$ cat src/rtl/fetch_pkg.sv
// Shared definitions for the instruction fetch queue.
//   fetch_state_e : fetch sequencer states (IDLE, FETCH, DRAIN)
//   NOP_INSTR     : instruction presented to decode when nothing is valid
//   PC_INCR       : sequential fetch stride in bytes
package fetch_pkg;

  typedef enum logic [1:0] {
    ST_IDLE  = 2'd0,
    ST_FETCH = 2'd1,
    ST_DRAIN = 2'd2
  } fetch_state_e;

  localparam logic [31:0] NOP_INSTR = 32'h0000_0013;
  localparam int unsigned PC_INCR   = 4;

endpackage

$ cat src/rtl/sync_fifo.sv
// Small synchronous FIFO with first-word-fall-through head, flush and count.
// Ports:
//   clk, rst (async, active-low)
//   push/push_data : write side; a push at full succeeds when a pop accompanies it
//   pop            : consume head; ignored when empty
//   flush          : drop all contents (wins over push/pop)
//   head_data      : current head entry (undefined when empty)
//   full, empty, count : occupancy status
module sync_fifo #(
  parameter int WIDTH = 8,
  parameter int DEPTH = 4
) (
  input  logic                     clk,
  input  logic                     rst,
  input  logic                     push,
  input  logic [WIDTH-1:0]         push_data,
  input  logic                     pop,
  input  logic                     flush,
  output logic [WIDTH-1:0]         head_data,
  output logic                     full,
  output logic                     empty,
  output logic [$clog2(DEPTH):0]   count
);

  localparam int AW = $clog2(DEPTH);

  logic [WIDTH-1:0] mem [DEPTH];
  logic [AW-1:0]    wr_ptr_reg, rd_ptr_reg;
  logic [AW:0]      count_reg;
  logic             do_push, do_pop;

  assign empty   = (count_reg == '0);
  assign full    = (count_reg == (AW+1)'(DEPTH));
  assign do_pop  = pop && !empty;
  // A pop in the same cycle frees the slot, so push-at-full still lands.
  assign do_push = push && (!full || do_pop);

  always_ff @(posedge clk or negedge rst) begin
    if (!rst) begin
      wr_ptr_reg <= '0;
      rd_ptr_reg <= '0;
      count_reg  <= '0;
    end else if (flush) begin
      wr_ptr_reg <= '0;
      rd_ptr_reg <= '0;
      count_reg  <= '0;
    end else begin
      if (do_push) wr_ptr_reg <= wr_ptr_reg + AW'(1);
      if (do_pop)  rd_ptr_reg <= rd_ptr_reg + AW'(1);
      case ({do_push, do_pop})
        2'b10:   count_reg <= count_reg + (AW+1)'(1);
        2'b01:   count_reg <= count_reg - (AW+1)'(1);
        default: count_reg <= count_reg;
      endcase
    end
  end

  // Storage carries no reset; validity is tracked by the pointers alone.
  always_ff @(posedge clk) begin
    if (do_push && !flush) mem[wr_ptr_reg] <= push_data;
  end

  assign head_data = mem[rd_ptr_reg];
  assign count     = count_reg;

endmodule

$ cat src/rtl/fetch_queue.sv
// Instruction fetch queue: issues sequential fetches to instruction memory,
// pairs in-order responses with their request PCs and buffers them for decode.
// Redirects flush everything and discard responses still in flight.
// Ports:
//   clk, rst (async, active-low)
//   imem_req_valid/ready/addr : fetch request channel
//   imem_rsp_valid/data       : in-order response channel
//   redirect_valid/pc         : control-flow redirect from decode
//   deq_ready/valid/instr/pc  : decode-side dequeue (NOP / 0 when not valid)
module fetch_queue
  import fetch_pkg::*;
#(
  parameter int               XLEN               = 64,
  parameter int               INSTRUCTION_LENGTH = 32,
  parameter int               DEPTH              = 4,
  parameter logic [XLEN-1:0]  RESET_PC           = '0
) (
  input  logic                          clk,
  input  logic                          rst,
  output logic                          imem_req_valid,
  input  logic                          imem_req_ready,
  output logic [XLEN-1:0]               imem_req_addr,
  input  logic                          imem_rsp_valid,
  input  logic [INSTRUCTION_LENGTH-1:0] imem_rsp_data,
  input  logic                          redirect_valid,
  input  logic [XLEN-1:0]               redirect_pc,
  input  logic                          deq_ready,
  output logic                          deq_valid,
  output logic [INSTRUCTION_LENGTH-1:0] deq_instr,
  output logic [XLEN-1:0]               deq_pc
);

  localparam int CW = $clog2(DEPTH) + 1;
  localparam int EW = XLEN + INSTRUCTION_LENGTH;

  fetch_state_e      state_reg, state_next;
  logic [XLEN-1:0]   fetch_pc_reg, fetch_pc_next;
  logic [CW-1:0]     outstanding_reg, outstanding_next;
  logic [CW-1:0]     discard_reg, discard_next;

  logic [EW-1:0]     iq_head;
  logic              iq_full, iq_empty, iq_push, iq_pop;
  logic [CW-1:0]     iq_count;
  logic [XLEN-1:0]   tag_head;
  logic              tag_full, tag_empty;
  logic [CW-1:0]     tag_count;

  logic              rsp_accept, handshake;
  logic [CW:0]       inflight;

  // Responses are only meaningful while a request is outstanding; anything
  // else (e.g. stragglers from before a reset) is ignored.
  assign rsp_accept = imem_rsp_valid && (outstanding_reg != '0);
  // Buffered entries plus requests in flight never exceed the queue size,
  // so every response is guaranteed a slot.
  assign inflight   = {1'b0, iq_count} + {1'b0, outstanding_reg};

  assign imem_req_valid = (state_reg == ST_FETCH) && !redirect_valid &&
                          (inflight < (CW+1)'(DEPTH));
  assign imem_req_addr  = fetch_pc_reg;
  assign handshake      = imem_req_valid && imem_req_ready;

  assign iq_push   = rsp_accept && (state_reg == ST_FETCH) && !redirect_valid;
  assign deq_valid = !iq_empty && !redirect_valid;
  assign iq_pop    = deq_valid && deq_ready;
  assign deq_instr = deq_valid ? iq_head[INSTRUCTION_LENGTH-1:0]
                               : INSTRUCTION_LENGTH'(NOP_INSTR);
  assign deq_pc    = deq_valid ? iq_head[EW-1:INSTRUCTION_LENGTH] : '0;

  sync_fifo #(.WIDTH(EW), .DEPTH(DEPTH)) u_instr_q (
    .clk       (clk),
    .rst       (rst),
    .push      (iq_push),
    .push_data ({tag_head, imem_rsp_data}),
    .pop       (iq_pop),
    .flush     (redirect_valid),
    .head_data (iq_head),
    .full      (iq_full),
    .empty     (iq_empty),
    .count     (iq_count)
  );

  // Request PCs in issue order; the head pairs with the next response.
  sync_fifo #(.WIDTH(XLEN), .DEPTH(DEPTH)) u_tag_q (
    .clk       (clk),
    .rst       (rst),
    .push      (handshake),
    .push_data (fetch_pc_reg),
    .pop       (iq_push),
    .flush     (redirect_valid),
    .head_data (tag_head),
    .full      (tag_full),
    .empty     (tag_empty),
    .count     (tag_count)
  );

  logic unused_ok;
  assign unused_ok = &{1'b0, tag_full, tag_empty, tag_count, iq_full};

  always_ff @(posedge clk or negedge rst) begin
    if (!rst) begin
      state_reg       <= ST_IDLE;
      fetch_pc_reg    <= RESET_PC;
      outstanding_reg <= '0;
      discard_reg     <= '0;
    end else begin
      state_reg       <= state_next;
      fetch_pc_reg    <= fetch_pc_next;
      outstanding_reg <= outstanding_next;
      discard_reg     <= discard_next;
    end
  end

  always_comb begin
    state_next       = state_reg;
    fetch_pc_next    = fetch_pc_reg;
    outstanding_next = outstanding_reg;
    discard_next     = discard_reg;

    case (state_reg)
      ST_IDLE: state_next = ST_FETCH;
      ST_FETCH: begin
        outstanding_next = outstanding_reg + CW'(handshake) - CW'(rsp_accept);
        if (handshake) fetch_pc_next = fetch_pc_reg + XLEN'(PC_INCR);
      end
      ST_DRAIN: begin
        if (rsp_accept) begin
          outstanding_next = outstanding_reg - CW'(1);
          discard_next     = discard_reg - CW'(1);
          if (discard_reg == CW'(1)) state_next = ST_FETCH;
        end
      end
      default: state_next = ST_IDLE;
    endcase

    // Redirect overrides everything: every request still in flight becomes
    // a discard, except a response landing this very cycle (dropped now).
    if (redirect_valid) begin
      fetch_pc_next    = redirect_pc;
      outstanding_next = outstanding_reg - CW'(rsp_accept);
      discard_next     = outstanding_reg - CW'(rsp_accept);
      state_next       = (outstanding_reg - CW'(rsp_accept) == '0) ? ST_FETCH : ST_DRAIN;
    end
  end

endmodule

$ cat config.mk
export PLATFORM = sky130hd
export DESIGN_NAME = fetch_queue
export DESIGN_NICKNAME = d
export VERILOG_FILES = /design/src/rtl/fetch_pkg.sv /design/src/rtl/sync_fifo.sv /design/src/rtl/fetch_queue.sv
export SDC_FILE = /design/constraint.sdc
export NUM_CORES = 1
export LEC_CHECK = 0
export CAP_MARGIN = 25
export CORE_UTILIZATION = 57
export CTS_CLUSTER_DIAMETER = 50
export DETAILED_ROUTE_END_ITERATION = 16
export PLACE_DENSITY = 0.79
export SYNTH_ARGS = -nofsm -noshare
export SYNTH_HDL_FRONTEND = slang
export SYNTH_SLANG_ARGS = --single-unit
$ cat constraint.sdc
create_clock -name clk -period 5.3 [get_ports clk]
set_input_delay 1.06 -clock clk [delete_from_list [all_inputs] [get_ports clk]]
set_output_delay 1.06 -clock clk [all_outputs]
set_load 0.02 [all_outputs]
==> impl_metrics.prom, run 1 <==
# TYPE chip_impl_metric gauge
chip_impl_metric{name="global_route.usage.total",unit="%"} 27.2
chip_impl_metric{name="gp_congestion",unit=""} 0.871
chip_impl_info{name="end_kind",value="primary output"} 1
chip_impl_metric{name="syn_inst",unit=""} 1557
chip_impl_metric{name="tritoncts.num_buffers",unit=""} 72
chip_impl_metric{name="ctsResizeCount",unit=""} 0
chip_impl_metric{name="slew_viol_final",unit=""} 0
chip_impl_metric{name="critical_path_required",unit="ps"} 4240
chip_impl_metric{name="post_drt_wl_per_cell",unit="µm"} 26.7
chip_impl_metric{name="floorplan.die_area",unit="µm²"} 51700
chip_impl_metric{name="switching_share",unit="%"} 23.2
chip_impl_metric{name="max-vdd-ir-drop",unit="mV"} 0.224
chip_impl_info{name="rsz0062_at_grt",value="no"} 1
chip_impl_metric{name="num_io_pins",unit=""} 264
chip_impl_metric{name="vias_in_the_first_global_route",unit=""} 16700
chip_impl_metric{name="vias_per_cell",unit=""} 6.33
chip_impl_metric{name="row_count",unit=""} 82
chip_impl_info{name="cp-start-kind",value="primary input"} 1
chip_impl_metric{name="p_sw",unit="mW"} 3.02
chip_impl_info{name="largest-register",value="u_instr_q.mem"} 1
chip_impl_info{name="dominantRegCellSynth",value="sky130_fd_sc_hd__edfxtp_1"} 1
chip_impl_info{name="critical_path.reg2reg.startpoint",value="outstanding_reg[2]$_DFFE_PN0P_"} 1
chip_impl_metric{name="power-per-cell-area",unit="nW/µm²"} 373
chip_impl_metric{name="syn_area",unit="µm²"} 29000
chip_impl_info{name="path_class",value="in2out"} 1
chip_impl_metric{name="die_w",unit="µm"} 227
chip_impl_metric{name="seq_power_share",unit="%"} 50.7
chip_impl_metric{name="worstPathArrival",unit="ps"} 3260
chip_impl_metric{name="synth_enable_flop_cells",unit=""} 640
chip_impl_metric{name="drv_cap",unit=""} 0
chip_impl_info{name="critical_path.endpoint",value="deq_pc[50]"} 1
chip_impl_metric{name="final_critical_path_setup_slack",unit="ps"} 979
chip_impl_metric{name="fin_skew",unit="ps"} 21.7
chip_impl_metric{name="flow.area_growth_from_synthesis",unit="%"} 20.5
chip_impl_info{name="min-delay-path-class",value="reg2reg"} 1
chip_impl_metric{name="detail_route.drc_violations",unit=""} 0
chip_impl_metric{name="synth.avg_cell_area",unit="µm²"} 18.6
chip_impl_metric{name="drt.antenna.violating_nets",unit=""} 0
chip_impl_metric{name="grt_max_degree",unit=""} 77
chip_impl_metric{name="power.share.combinational",unit="%"} 10.7
chip_impl_metric{name="grt-ovfl-total",unit=""} 0
chip_impl_metric{name="final_min_period_over_clock_period",unit="%"} 81.5
chip_impl_metric{name="synth_sequential_area_ratio",unit="%"} 73.8
chip_impl_metric{name="portbufs",unit=""} 263
chip_impl_info{name="cts_tree",value="done"} 1
chip_impl_metric{name="fin_setup_tns",unit="ps"} 0
chip_impl_metric{name="max_freq",unit="GHz"} 0.231
chip_impl_metric{name="ys_seq_elements",unit=""} 726
chip_impl_metric{name="finalHoldViolations",unit=""} 0
chip_impl_metric{name="tritoncts_num_sinks",unit=""} 726
chip_impl_metric{name="finalWorstPathRequiredPeriod",unit="ps"} 4320
chip_impl_metric{name="power.static_leakage",unit="nW"} 11.6
chip_impl_metric{name="internal-power",unit="mW"} 9.99
chip_impl_metric{name="clock_path_buffers",unit=""} 3
chip_impl_metric{name="rrSetupSlack",unit="ps"} 1680
chip_impl_metric{name="grt_antenna_before_repair",unit=""} 3
chip_impl_metric{name="critical_path_peak_fanout",unit=""} 76
chip_impl_metric{name="cts_hold_buf",unit=""} 0
chip_impl_info{name="clock_root_buffer",value="sky130_fd_sc_hd__clkbuf_16"} 1
chip_impl_metric{name="final_core_utilization",unit="%"} 69.6
chip_impl_metric{name="nFillCells",unit=""} 3069
chip_impl_metric{name="number_of_flip_flops_under_the_largest_register_name",unit=""} 384
chip_impl_metric{name="drtIter0Drc",unit=""} 1691
chip_impl_metric{name="htree_num_levels",unit=""} 3
chip_impl_metric{name="core",unit="µm²"} 50200
chip_impl_info{name="launch_point_of_the_worst_path",value="redirect_valid"} 1
chip_impl_metric{name="layout.nets",unit=""} 1969
chip_impl_metric{name="drt-total-wl",unit="µm"} 68800
chip_impl_metric{name="post_cts_buffers",unit=""} 0
chip_impl_metric{name="worst_setup_hold_path_clk_slew",unit="ps"} 60
chip_impl_metric{name="drtPass1Iterations",unit=""} 5
chip_impl_metric{name="clk-insertion-delay-late",unit="ps"} 600
chip_impl_metric{name="actual_transition_at_the_worst_max_transition_pin",unit="ps"} 1100
chip_impl_metric{name="pre_cts_slack",unit="ps"} 998
chip_impl_info{name="timing.rr.end",value="outstanding_reg[2]$_DFFE_PN0P_"} 1
chip_impl_metric{name="yosys_warnings",unit=""} 0
chip_impl_metric{name="worst_slew_margin_rel",unit="%"} 26.4
chip_impl_metric{name="die_height",unit="µm"} 227
chip_impl_metric{name="timing.reg2reg.worst_path_depth",unit=""} 13
chip_impl_metric{name="share_clk_of_total_power",unit="%"} 38.6
chip_impl_metric{name="synth.distinct_cells",unit=""} 64
chip_impl_metric{name="route.vias.total",unit=""} 16300
chip_impl_metric{name="mappedNetlistNets",unit=""} 1681
chip_impl_metric{name="finalSetupViolations",unit=""} 0
chip_impl_metric{name="synth-async-reset-ratio",unit="%"} 11.8
chip_impl_metric{name="floorplan.initialDensity",unit="%"} 57.7
chip_impl_info{name="status",value="completed"} 1
chip_impl_metric{name="global_route_wire_length_before_repair",unit="µm"} 102000
chip_impl_metric{name="place.detailed.hpwl",unit="µm"} 41300
chip_impl_metric{name="post_route_cells_drive_above_1_share",unit="%"} 17.3
cell type report:
class / instances / area, µm² / area share [%]
repair buffers: 299 / 3080 / 8.81
multi-input cells: 726 / 7190 / 20.6
clock inverters: 28 / 303 / 0.868
clock buffers: 103 / 2020 / 5.79
diodes: 1 / 2.50 / 0.00717
flip-flops and latches: 726 / 21400 / 61.3
inverters: 20 / 78.8 / 0.226
well taps: 672 / 841 / 2.41
power groups by stage:
stage          registers (mW)  logic (mW)  clock network (mW)
4_1_cts                  6.60        1.40                5.09
5_1_grt                  6.62        1.50                5.31
3_5_place_dp             6.71        1.39                   0
2_1_floorplan            6.68       0.766                   0
6_report                 6.60        1.40                5.02
3_3_place_gp             6.70        1.35                   0
worst max-delay path, stage by stage:
cell and delay, ps:
sky130_fd_sc_hd__buf_4 110, sky130_fd_sc_hd__clkinv_2 670, sky130_fd_sc_hd__buf_4 540, sky130_fd_sc_hd__and3_1 190, sky130_fd_sc_hd__clkdlybuf4s50_1 560
metrics by stage:
step	power (mW)	std cells	cell area, µm²	hold WS, ps
global placement	8.05	2436	32400	478
finish	13.0	2575	34900	506
detailed placement	8.10	2439	32500	491
CTS	13.1	2570	34800	500
global route	13.4	2574	34900	520
floorplan	7.45	1557	29000	452
how the worst min path moves through the flow:
stage / startpoint / end / slack [ps] / cells past startpoint
6_report: state_reg[0]$_DFFE_PN0P_ / state_reg[0]$_DFFE_PN0P_ / 510 / 1
5_1_grt: state_reg[0]$_DFFE_PN0P_ / state_reg[0]$_DFFE_PN0P_ / 520 / 1
4_1_cts: state_reg[0]$_DFFE_PN0P_ / state_reg[0]$_DFFE_PN0P_ / 500 / 1
3_5_place_dp: state_reg[0]$_DFFE_PN0P_ / state_reg[0]$_DFFE_PN0P_ / 490 / 1
3_3_place_gp: state_reg[0]$_DFFE_PN0P_ / state_reg[0]$_DFFE_PN0P_ / 480 / 1
2_1_floorplan: state_reg[0]$_DFFE_PN0P_ / state_reg[0]$_DFFE_PN0P_ / 450 / 1
logic make-up (layout without fill, tap and decap cells):
group / count (synthesis) / in the layout / share of synthesized area (%)
AND/OR/NAND/NOR: 367 / 367 / 6.91
adder cells (fa/ha/maj): 22 / 22 / 1.03
other: 0 / 1 / 0
flip-flops: 726 / 726 / 73.8
multiplexers: 173 / 173 / 12.9
buffers and inverters: 105 / 450 / 1.45
XOR/XNOR: 34 / 34 / 1.03
AO/OA/AOI/OAI: 130 / 130 / 2.88
cell usage after synthesis, types with 5 or more instances:
master	n	share of area, %
sky130_fd_sc_hd__nand4_1	27	0.58
sky130_fd_sc_hd__buf_1	20	0.26
sky130_fd_sc_hd__ha_1	19	0.82
sky130_fd_sc_hd__nor4_1	10	0.22
sky130_fd_sc_hd__nor2_1	37	0.48
sky130_fd_sc_hd__and4_1	5	0.15
sky130_fd_sc_hd__inv_1	19	0.25
sky130_fd_sc_hd__a22oi_1	5	0.13
sky130_fd_sc_hd__nor3_1	20	0.35
sky130_fd_sc_hd__dfrtp_1	86	7.4
sky130_fd_sc_hd__mux2i_1	7	0.24
sky130_fd_sc_hd__o311ai_0	8	0.24
sky130_fd_sc_hd__nand3_1	36	0.62
sky130_fd_sc_hd__mux4_2	160	12
sky130_fd_sc_hd__a31oi_1	11	0.24
sky130_fd_sc_hd__o21ai_1	7	0.12
sky130_fd_sc_hd__a21oi_1	14	0.24
sky130_fd_sc_hd__clkbuf_1	59	0.76
sky130_fd_sc_hd__edfxtp_1	640	66
sky130_fd_sc_hd__a221o_1	6	0.21
sky130_fd_sc_hd__mux2_2	6	0.23
sky130_fd_sc_hd__nand2_1	83	1.1
sky130_fd_sc_hd__o211ai_1	11	0.29
sky130_fd_sc_hd__o21ai_0	47	0.81
sky130_fd_sc_hd__and3_1	104	2.2
sky130_fd_sc_hd__xor2_1	17	0.51
sky130_fd_sc_hd__and2_1	13	0.28
sky130_fd_sc_hd__xnor2_1	17	0.51
sky130_fd_sc_hd__or3_1	8	0.17
cell usage in the layout, fill, tap and decap left out, types with 8 or more instances in the layout:
cell type                           n
sky130_fd_sc_hd__a21oi_1           14
sky130_fd_sc_hd__dfrtp_1           82
sky130_fd_sc_hd__clkbuf_16         75
sky130_fd_sc_hd__buf_12             8
sky130_fd_sc_hd__nor4_1            10
sky130_fd_sc_hd__o311ai_0           8
sky130_fd_sc_hd__o21ai_0           47
sky130_fd_sc_hd__clkdlybuf4s50_1  261
sky130_fd_sc_hd__nand3_1           36
sky130_fd_sc_hd__nor2_1            37
sky130_fd_sc_hd__nor3_1            20
sky130_fd_sc_hd__o211ai_1          11
sky130_fd_sc_hd__and2_4             8
sky130_fd_sc_hd__clkbuf_1          24
sky130_fd_sc_hd__buf_4             25
sky130_fd_sc_hd__edfxtp_1         640
sky130_fd_sc_hd__a31oi_1           11
sky130_fd_sc_hd__ha_1              19
sky130_fd_sc_hd__inv_1             18
sky130_fd_sc_hd__nand4_1           27
sky130_fd_sc_hd__clkinv_1           9
sky130_fd_sc_hd__xor2_1            17
sky130_fd_sc_hd__xnor2_1           17
sky130_fd_sc_hd__mux4_2           160
sky130_fd_sc_hd__nand2_1           83
sky130_fd_sc_hd__and3_1           104
per-layer routing:
metal  wire [µm]  share of wire [%]  GRT usage [%]
met5          22              0.032              0
met4        2230                3.2           11.2
met3        5570                8.1           4.93
met2       34400                 50           44.4
met1       26600                 39           36.6
No activity file was read; power rests on OpenSTA's default activity.
==> inputs of run 2 (changes only) <==
==> constraint.sdc (replaced) <==
create_clock -name clk -period 4.4 [get_ports clk]
set_input_delay 0.88 -clock clk [delete_from_list [all_inputs] [get_ports clk]]
set_output_delay 0.88 -clock clk [all_outputs]
set_load 0.02 [all_outputs]
==> run 2 against run 1 <==
Largest power group unchanged. Die area did not move. Sequential power rose by 20%. Final area is 0.15% higher. Critical path depth shrank 1. Highest routed layer is now met4. Combinational power up 21%. Clock skew grew 2.5 ps. Total power rose by 20%. Non-clock buffer count rose by 7. Wire length down 0.83%. Worst setup slack got worse by 640 ps. Via count down 0.60%.
==> impl_metrics.prom, run 2 (synthesis gave the netlist of run 1 again) <==
# TYPE chip_impl_metric gauge
chip_impl_info{name="status",value="completed"} 1
chip_impl_metric{name="fin_skew",unit="ps"} 24.2
chip_impl_metric{name="worst_setup_hold_path_clk_slew",unit="ps"} 60
chip_impl_metric{name="grt_max_degree",unit=""} 77
chip_impl_metric{name="number_of_flip_flops_under_the_largest_register_name",unit=""} 384
chip_impl_metric{name="max-vdd-ir-drop",unit="mV"} 0.314
chip_impl_metric{name="portbufs",unit=""} 263
chip_impl_metric{name="vias_in_the_first_global_route",unit=""} 16200
chip_impl_metric{name="die_height",unit="µm"} 227
chip_impl_metric{name="drt.antenna.violating_nets",unit=""} 0
chip_impl_metric{name="worst_slew_margin_rel",unit="%"} 31.9
chip_impl_metric{name="floorplan.die_area",unit="µm²"} 51700
chip_impl_info{name="worst_path_max_delay_cell",value="sky130_fd_sc_hd__dfrtp_4"} 1
chip_impl_metric{name="tritoncts_num_sinks",unit=""} 726
chip_impl_metric{name="tritoncts.num_buffers",unit=""} 72
chip_impl_metric{name="place.detailed.hpwl",unit="µm"} 41200
chip_impl_metric{name="drt-total-wl",unit="µm"} 68200
chip_impl_info{name="rsz0062_at_grt",value="no"} 1
chip_impl_metric{name="power.static_leakage",unit="nW"} 11.6
chip_impl_metric{name="fin_setup_tns",unit="ps"} 0
chip_impl_info{name="commonest_cells_after_routing_fill_and_taps_aside",value="640 x sky130_fd_sc_hd__edfxtp_1, 261 x sky130_fd_sc_hd__clkdlybuf4s50_1, 160 x sky130_fd_sc_hd__mux4_2, 104 x sky130_fd_sc_hd__and3_1, 83 x sky130_fd_sc_hd__nand2_1"} 1
chip_impl_metric{name="crit_buf_inv",unit=""} 2
chip_impl_metric{name="grt_antenna_before_repair",unit=""} 1
chip_impl_metric{name="grt-ovfl-total",unit=""} 0
chip_impl_metric{name="pre_cts_slack",unit="ps"} 817
chip_impl_metric{name="post_drt_wl_per_cell",unit="µm"} 26.4
chip_impl_metric{name="drtPass1Iterations",unit=""} 7
chip_impl_metric{name="post_route_cells_drive_above_1_share",unit="%"} 18.1
chip_impl_metric{name="power-per-cell-area",unit="nW/µm²"} 448
chip_impl_info{name="clock_root_buffer",value="sky130_fd_sc_hd__clkbuf_16"} 1
chip_impl_metric{name="cts_hold_buf",unit=""} 0
chip_impl_metric{name="row_count",unit=""} 82
chip_impl_metric{name="critical_path_peak_fanout",unit=""} 39
chip_impl_metric{name="final_min_period_over_clock_period",unit="%"} 92.2
chip_impl_metric{name="finalHoldViolations",unit=""} 0
chip_impl_metric{name="num_io_pins",unit=""} 264
chip_impl_metric{name="global_route.usage.total",unit="%"} 27.0
chip_impl_metric{name="critical_path_required",unit="ps"} 3520
chip_impl_metric{name="worstPathArrival",unit="ps"} 3180
chip_impl_metric{name="finalSetupViolations",unit=""} 0
chip_impl_metric{name="max_freq",unit="GHz"} 0.247
chip_impl_info{name="end_kind",value="primary output"} 1
chip_impl_metric{name="layout.nets",unit=""} 1976
chip_impl_info{name="cp-start-kind",value="register"} 1
chip_impl_metric{name="n_antenna_cell",unit=""} 0
chip_impl_metric{name="clk-insertion-delay-late",unit="ps"} 610
chip_impl_metric{name="drv_cap",unit=""} 0
chip_impl_metric{name="crit_path_max_incr_delay",unit="ps"} 760
chip_impl_metric{name="gp_congestion",unit=""} 0.849
chip_impl_info{name="final_common_cell",value="sky130_fd_sc_hd__edfxtp_1"} 1
chip_impl_info{name="cp_cell_sequence",value="buf_12 -> mux4_2 -> and3_1 -> clkdlybuf4s50_1"} 1
chip_impl_metric{name="ctsResizeCount",unit=""} 0
chip_impl_metric{name="post_cts_buffers",unit=""} 0
chip_impl_metric{name="flow.area_growth_from_synthesis",unit="%"} 20.7
chip_impl_metric{name="route.vias.total",unit=""} 16200
chip_impl_metric{name="final_area",unit="µm²"} 35000
chip_impl_metric{name="clock_path_buffers",unit=""} 3
chip_impl_metric{name="htree_num_levels",unit=""} 3
chip_impl_metric{name="actual_transition_at_the_worst_max_transition_pin",unit="ps"} 1010
chip_impl_metric{name="floorplan.initialDensity",unit="%"} 57.7
chip_impl_metric{name="placedInstanceArea",unit="µm²"} 32600
chip_impl_metric{name="die_w",unit="µm"} 227
chip_impl_metric{name="finalWorstPathRequiredPeriod",unit="ps"} 4060
chip_impl_info{name="cts_tree",value="done"} 1
chip_impl_metric{name="nFillCells",unit=""} 3065
chip_impl_metric{name="vias_per_cell",unit=""} 6.28
chip_impl_info{name="critical-path-top-delay-family",value="buffers and inverters"} 1
chip_impl_metric{name="slew_viol_final",unit=""} 0
chip_impl_metric{name="drtIter0Drc",unit=""} 1599
chip_impl_info{name="path_class",value="reg2out"} 1
chip_impl_info{name="largest-register",value="u_instr_q.mem"} 1
chip_impl_info{name="min-delay-path-class",value="in2async"} 1
chip_impl_metric{name="detail_route.drc_violations",unit=""} 0
chip_impl_metric{name="global_route_wire_length_before_repair",unit="µm"} 101000
chip_impl_metric{name="final_critical_path_setup_slack",unit="ps"} 343
chip_impl_metric{name="core",unit="µm²"} 50200
[run 2: stage by stage]
step	std cells	hold slack (ps)	power (mW)	util [%]
floorplan	1557	452	8.97	-
global placement	2449	476	9.70	65.1
detailed placement	2449	483	9.76	65.1
CTS	2579	433	15.7	69.7
global route	2580	429	16.1	69.7
finish	2580	374	15.7	69.7
[run 2: report_power, final]
| part | internal, mW | leakage, nW | total (mW) | switching (mW) |
|---|---|---|---|---|
| logic | 0.793 | 3.65 | 1.69 | 0.895 |
| clock network | 3.48 | 1.14 | 6.03 | 2.55 |
| registers | 7.68 | 6.82 | 7.95 | 0.262 |
| total | 12.0 | 11.6 | 15.7 | 3.71 |
[run 2: path summary, 6_finish.rpt]
| path | depth (start not counted) | slack [ps] | end | from |
|---|---|---|---|---|
| max in group asynchronous | 2 | 3030 | imem_req_addr[32]$_DFFE_PN0N_ | rst |
| min | 1 | 370 | imem_req_addr[56]$_DFFE_PN0N_ | rst |
| min reg2reg | 1 | 500 | state_reg[0]$_DFFE_PN0P_ | state_reg[0]$_DFFE_PN0P_ |
| max | 4 | 340 | deq_pc[59] | u_instr_q.rd_ptr_reg[0]$_DFFE_PN0P_ |
| min in group clk | 1 | 500 | state_reg[0]$_DFFE_PN0P_ | state_reg[0]$_DFFE_PN0P_ |
| max reg2reg | 9 | 1060 | u_instr_q.mem[3][8]$_DFFE_PP_ | outstanding_reg[0]$_DFFE_PN0P_ |
[run 2: layout make-up]
cell class | count | area (µm²) | area share (%)
sequential | 726 | 21400 | 61.2
inverter | 20 | 78.8 | 0.226
multi-input combinational | 726 | 7190 | 20.6
tap | 672 | 841 | 2.41
clock buffer | 88 | 1920 | 5.50
clock inverter | 42 | 385 | 1.10
timing repair buffer | 306 | 3150 | 9.01
[run 2: routing by layer]
| metal | vias to the layer above | track usage (%) | share of wire [%] | routed length (µm) |
|---|---|---|---|---|
| li1 | 6897 | - | - | - |
| met1 | 8386 | 37.6 | 40 | 27500 |
| met2 | 789 | 43.4 | 49 | 33800 |
| met3 | 139 | 4.71 | 7.5 | 5110 |
| met4 | 0 | 9.61 | 2.8 | 1900 |
| met5 | - | 0 | 0 | 0 |
==> inputs of run 3 (changes only) <==
--- a/config.mk
+++ b/config.mk
@@ -6,6 +6,7 @@
 export NUM_CORES = 1
 export LEC_CHECK = 0
 export CAP_MARGIN = 25
+export CORE_MARGIN = 2
 export CORE_UTILIZATION = 57
 export CTS_CLUSTER_DIAMETER = 50
 export DETAILED_ROUTE_END_ITERATION = 16
==> run 3 against run 2 <==
Die area rose by 1.8%. Via count up 0.34%. Cell count is 0.19% higher. Clock skew fell by 1.0 ps. Fmax grew 1.1%. Core utilization up 0.15 points. Final area rose by 0.21%. Sequential cell count stayed put. Largest power group unchanged.
==> impl_metrics.prom, run 3 (synthesis gave the netlist of run 1 again) <==
# TYPE chip_impl_metric gauge
chip_impl_info{name="status",value="completed"} 1
chip_impl_metric{name="finalHoldViolations",unit=""} 0
chip_impl_metric{name="tritoncts_num_sinks",unit=""} 726
chip_impl_metric{name="crit_buf_inv",unit=""} 2
chip_impl_metric{name="power.static_leakage",unit="nW"} 11.6
chip_impl_metric{name="power.share.combinational",unit="%"} 10.9
chip_impl_metric{name="detail_route.drc_violations",unit=""} 0
chip_impl_info{name="critical-path-top-delay-family",value="simple AND/OR/NAND/NOR gates"} 1
chip_impl_metric{name="number_of_flip_flops_under_the_largest_register_name",unit=""} 384
chip_impl_metric{name="max_freq",unit="GHz"} 0.249
chip_impl_info{name="worst_path_max_delay_cell",value="sky130_fd_sc_hd__or3_2"} 1
chip_impl_metric{name="drtPass1Iterations",unit=""} 6
chip_impl_metric{name="path_depth",unit=""} 4
chip_impl_info{name="timing.rr.end",value="u_tag_q.mem[1][61]$_DFFE_PP_"} 1
chip_impl_metric{name="drv_cap",unit=""} 0
chip_impl_metric{name="vias_in_the_first_global_route",unit=""} 16700
chip_impl_metric{name="grt_antenna_before_repair",unit=""} 1
chip_impl_metric{name="global_route.usage.total",unit="%"} 26.5
chip_impl_metric{name="clock_path_buffers",unit=""} 3
chip_impl_metric{name="critical_path_peak_fanout",unit=""} 36
chip_impl_metric{name="worstPathArrival",unit="ps"} 3130
chip_impl_metric{name="post_drt_wl_per_cell",unit="µm"} 26.5
chip_impl_metric{name="htree_num_levels",unit=""} 3
chip_impl_metric{name="grt-ovfl-total",unit=""} 0
chip_impl_metric{name="crit_path_max_incr_delay",unit="ps"} 850
chip_impl_metric{name="slew_viol_final",unit=""} 0
chip_impl_metric{name="fin_setup_tns",unit="ps"} 0
chip_impl_metric{name="clk-insertion-delay-late",unit="ps"} 610
chip_impl_info{name="clock_root_buffer",value="sky130_fd_sc_hd__clkbuf_16"} 1
chip_impl_info{name="largest-register",value="u_instr_q.mem"} 1
chip_impl_info{name="end_kind",value="primary output"} 1
chip_impl_metric{name="global_route_wire_length_before_repair",unit="µm"} 103000
chip_impl_metric{name="ctsResizeCount",unit=""} 0
chip_impl_info{name="final_common_cell",value="sky130_fd_sc_hd__edfxtp_1"} 1
chip_impl_metric{name="floorplan.initialDensity",unit="%"} 57.7
chip_impl_metric{name="power-per-cell-area",unit="nW/µm²"} 447
chip_impl_metric{name="switching_share",unit="%"} 23.6
chip_impl_metric{name="die_height",unit="µm"} 229
chip_impl_metric{name="max-vdd-ir-drop",unit="mV"} 0.333
chip_impl_metric{name="post_route_cells_drive_above_1_share",unit="%"} 17.9
chip_impl_metric{name="route.vias.total",unit=""} 16300
chip_impl_metric{name="critical_path_required",unit="ps"} 3520
chip_impl_metric{name="actual_transition_at_the_worst_max_transition_pin",unit="ps"} 996
chip_impl_metric{name="grt_max_degree",unit=""} 66
chip_impl_metric{name="num_io_pins",unit=""} 264
chip_impl_metric{name="timing.reg2reg.worst_path_depth",unit=""} 10
chip_impl_metric{name="vias_per_cell",unit=""} 6.29
chip_impl_metric{name="die_w",unit="µm"} 229
chip_impl_metric{name="p_sw",unit="mW"} 3.70
chip_impl_metric{name="post_cts_buffers",unit=""} 0
chip_impl_metric{name="core",unit="µm²"} 50200
chip_impl_metric{name="internal-power",unit="mW"} 12.0
chip_impl_metric{name="placed_cells_incl_taps",unit=""} 2448
chip_impl_metric{name="row_count",unit=""} 82
chip_impl_metric{name="place.detailed.hpwl",unit="µm"} 42600
chip_impl_metric{name="seq_power_share",unit="%"} 50.7
chip_impl_metric{name="finish.cell_count_without_fillers",unit=""} 2585
chip_impl_info{name="cp-start-kind",value="register"} 1
chip_impl_metric{name="final_min_period_over_clock_period",unit="%"} 91.2
chip_impl_metric{name="drt.antenna.violating_nets",unit=""} 0
chip_impl_metric{name="tritoncts.num_buffers",unit=""} 74
chip_impl_metric{name="worst_setup_hold_path_clk_slew",unit="ps"} 60
chip_impl_metric{name="portbufs",unit=""} 263
chip_impl_metric{name="cts_hold_buf",unit=""} 0
chip_impl_metric{name="floorplan.die_area",unit="µm²"} 52600
chip_impl_info{name="min-delay-path-class",value="in2async"} 1
chip_impl_info{name="path_class",value="reg2out"} 1
chip_impl_metric{name="layout.nets",unit=""} 1978
chip_impl_metric{name="worst_slew_margin_rel",unit="%"} 33.1
chip_impl_metric{name="fin_skew",unit="ps"} 23.2
chip_impl_metric{name="share_clk_of_total_power",unit="%"} 38.5
chip_impl_metric{name="drt-total-wl",unit="µm"} 68500
chip_impl_metric{name="drtIter0Drc",unit=""} 1801
chip_impl_metric{name="flow.area_growth_from_synthesis",unit="%"} 21.0
chip_impl_info{name="commonest_cells_after_routing_fill_and_taps_aside",value="640 x sky130_fd_sc_hd__edfxtp_1, 260 x sky130_fd_sc_hd__clkdlybuf4s50_1, 160 x sky130_fd_sc_hd__mux4_2, 104 x sky130_fd_sc_hd__and3_1, 83 x sky130_fd_sc_hd__nand2_1"} 1
chip_impl_metric{name="gp_congestion",unit=""} 0.865
chip_impl_info{name="cp_cell_sequence",value="or3_2 -> buf_4 -> and3_1 -> clkdlybuf4s50_1"} 1
chip_impl_metric{name="final_core_utilization",unit="%"} 69.8
chip_impl_info{name="critical_path.reg2reg.startpoint",value="outstanding_reg[0]$_DFFE_PN0P_"} 1
chip_impl_metric{name="finalWorstPathRequiredPeriod",unit="ps"} 4010
chip_impl_metric{name="rrSetupSlack",unit="ps"} 1240
chip_impl_metric{name="finalSetupViolations",unit=""} 0
chip_impl_info{name="rsz0062_at_grt",value="no"} 1
chip_impl_info{name="cts_tree",value="done"} 1
==> run 3: cell count changes in the layout (fill, tap and decap cells not counted), sizes merged <==
cell | previous run | this run
buf | 44 | 45
bufinv | 6 | 3
clkbuf | 89 | 104
clkdlybuf4s50 | 261 | 260
clkinv | 27 | 23
diode | 0 | 1
inv | 27 | 23
==> run 3: how the worst max path moves through the flow <==
| stage | start | end |
|---|---|---|
| final | u_instr_q.count[0]$_DFFE_PN0P_ | deq_pc[21] |
| after global routing | u_instr_q.count[0]$_DFFE_PN0P_ | deq_pc[21] |
| after CTS | u_instr_q.count[0]$_DFFE_PN0P_ | deq_pc[21] |
| after detailed placement | redirect_valid | deq_instr[7] |
| after global placement | redirect_valid | deq_instr[11] |
| after floorplan | redirect_valid | u_tag_q.mem[0][0]$_DFFE_PP_ |
==> run 3: per-stage QoR <==
| step | hold slack, ps | area (µm²) | setup slack, ps | power (mW) |
|---|---|---|---|---|
| floorplan | 452 | 29000 | 488 | 8.97 |
| global route | 438 | 35000 | 270 | 16.2 |
| CTS | 395 | 35000 | 364 | 15.8 |
| global placement | 487 | 32600 | 890 | 9.71 |
| detailed placement | 492 | 32600 | 797 | 9.78 |
| finish | 384 | 35000 | 387 | 15.7 |
==> run 3: power by group through the flow <==
stage	Clock [mW]	Sequential (mW)	Combinational, mW
2_1_floorplan	0	8.04	0.923
3_3_place_gp	0	8.06	1.65
3_5_place_dp	0	8.08	1.70
4_1_cts	6.12	7.94	1.71
5_1_grt	6.40	7.97	1.83
6_report	6.03	7.94	1.70
==> run 3: area by class of cell <==
type,instances,area [µm²]
Clock inverter,31,275
Timing Repair Buffer,306,3180
Antenna cell,1,2.50
Tap cell,672,841
Sequential cell,726,21400
Clock buffer,103,2070
Inverter,20,78.8
Multi-Input combinational cell,726,7190
Fill cell,3049,15100
==> run 3: metal layers <==
metal	global-route usage (%)	part of all wire, %
met1	37.2	40
met2	42.2	49
met3	4.84	7.7
met4	9.88	2.9
met5	0	0.019
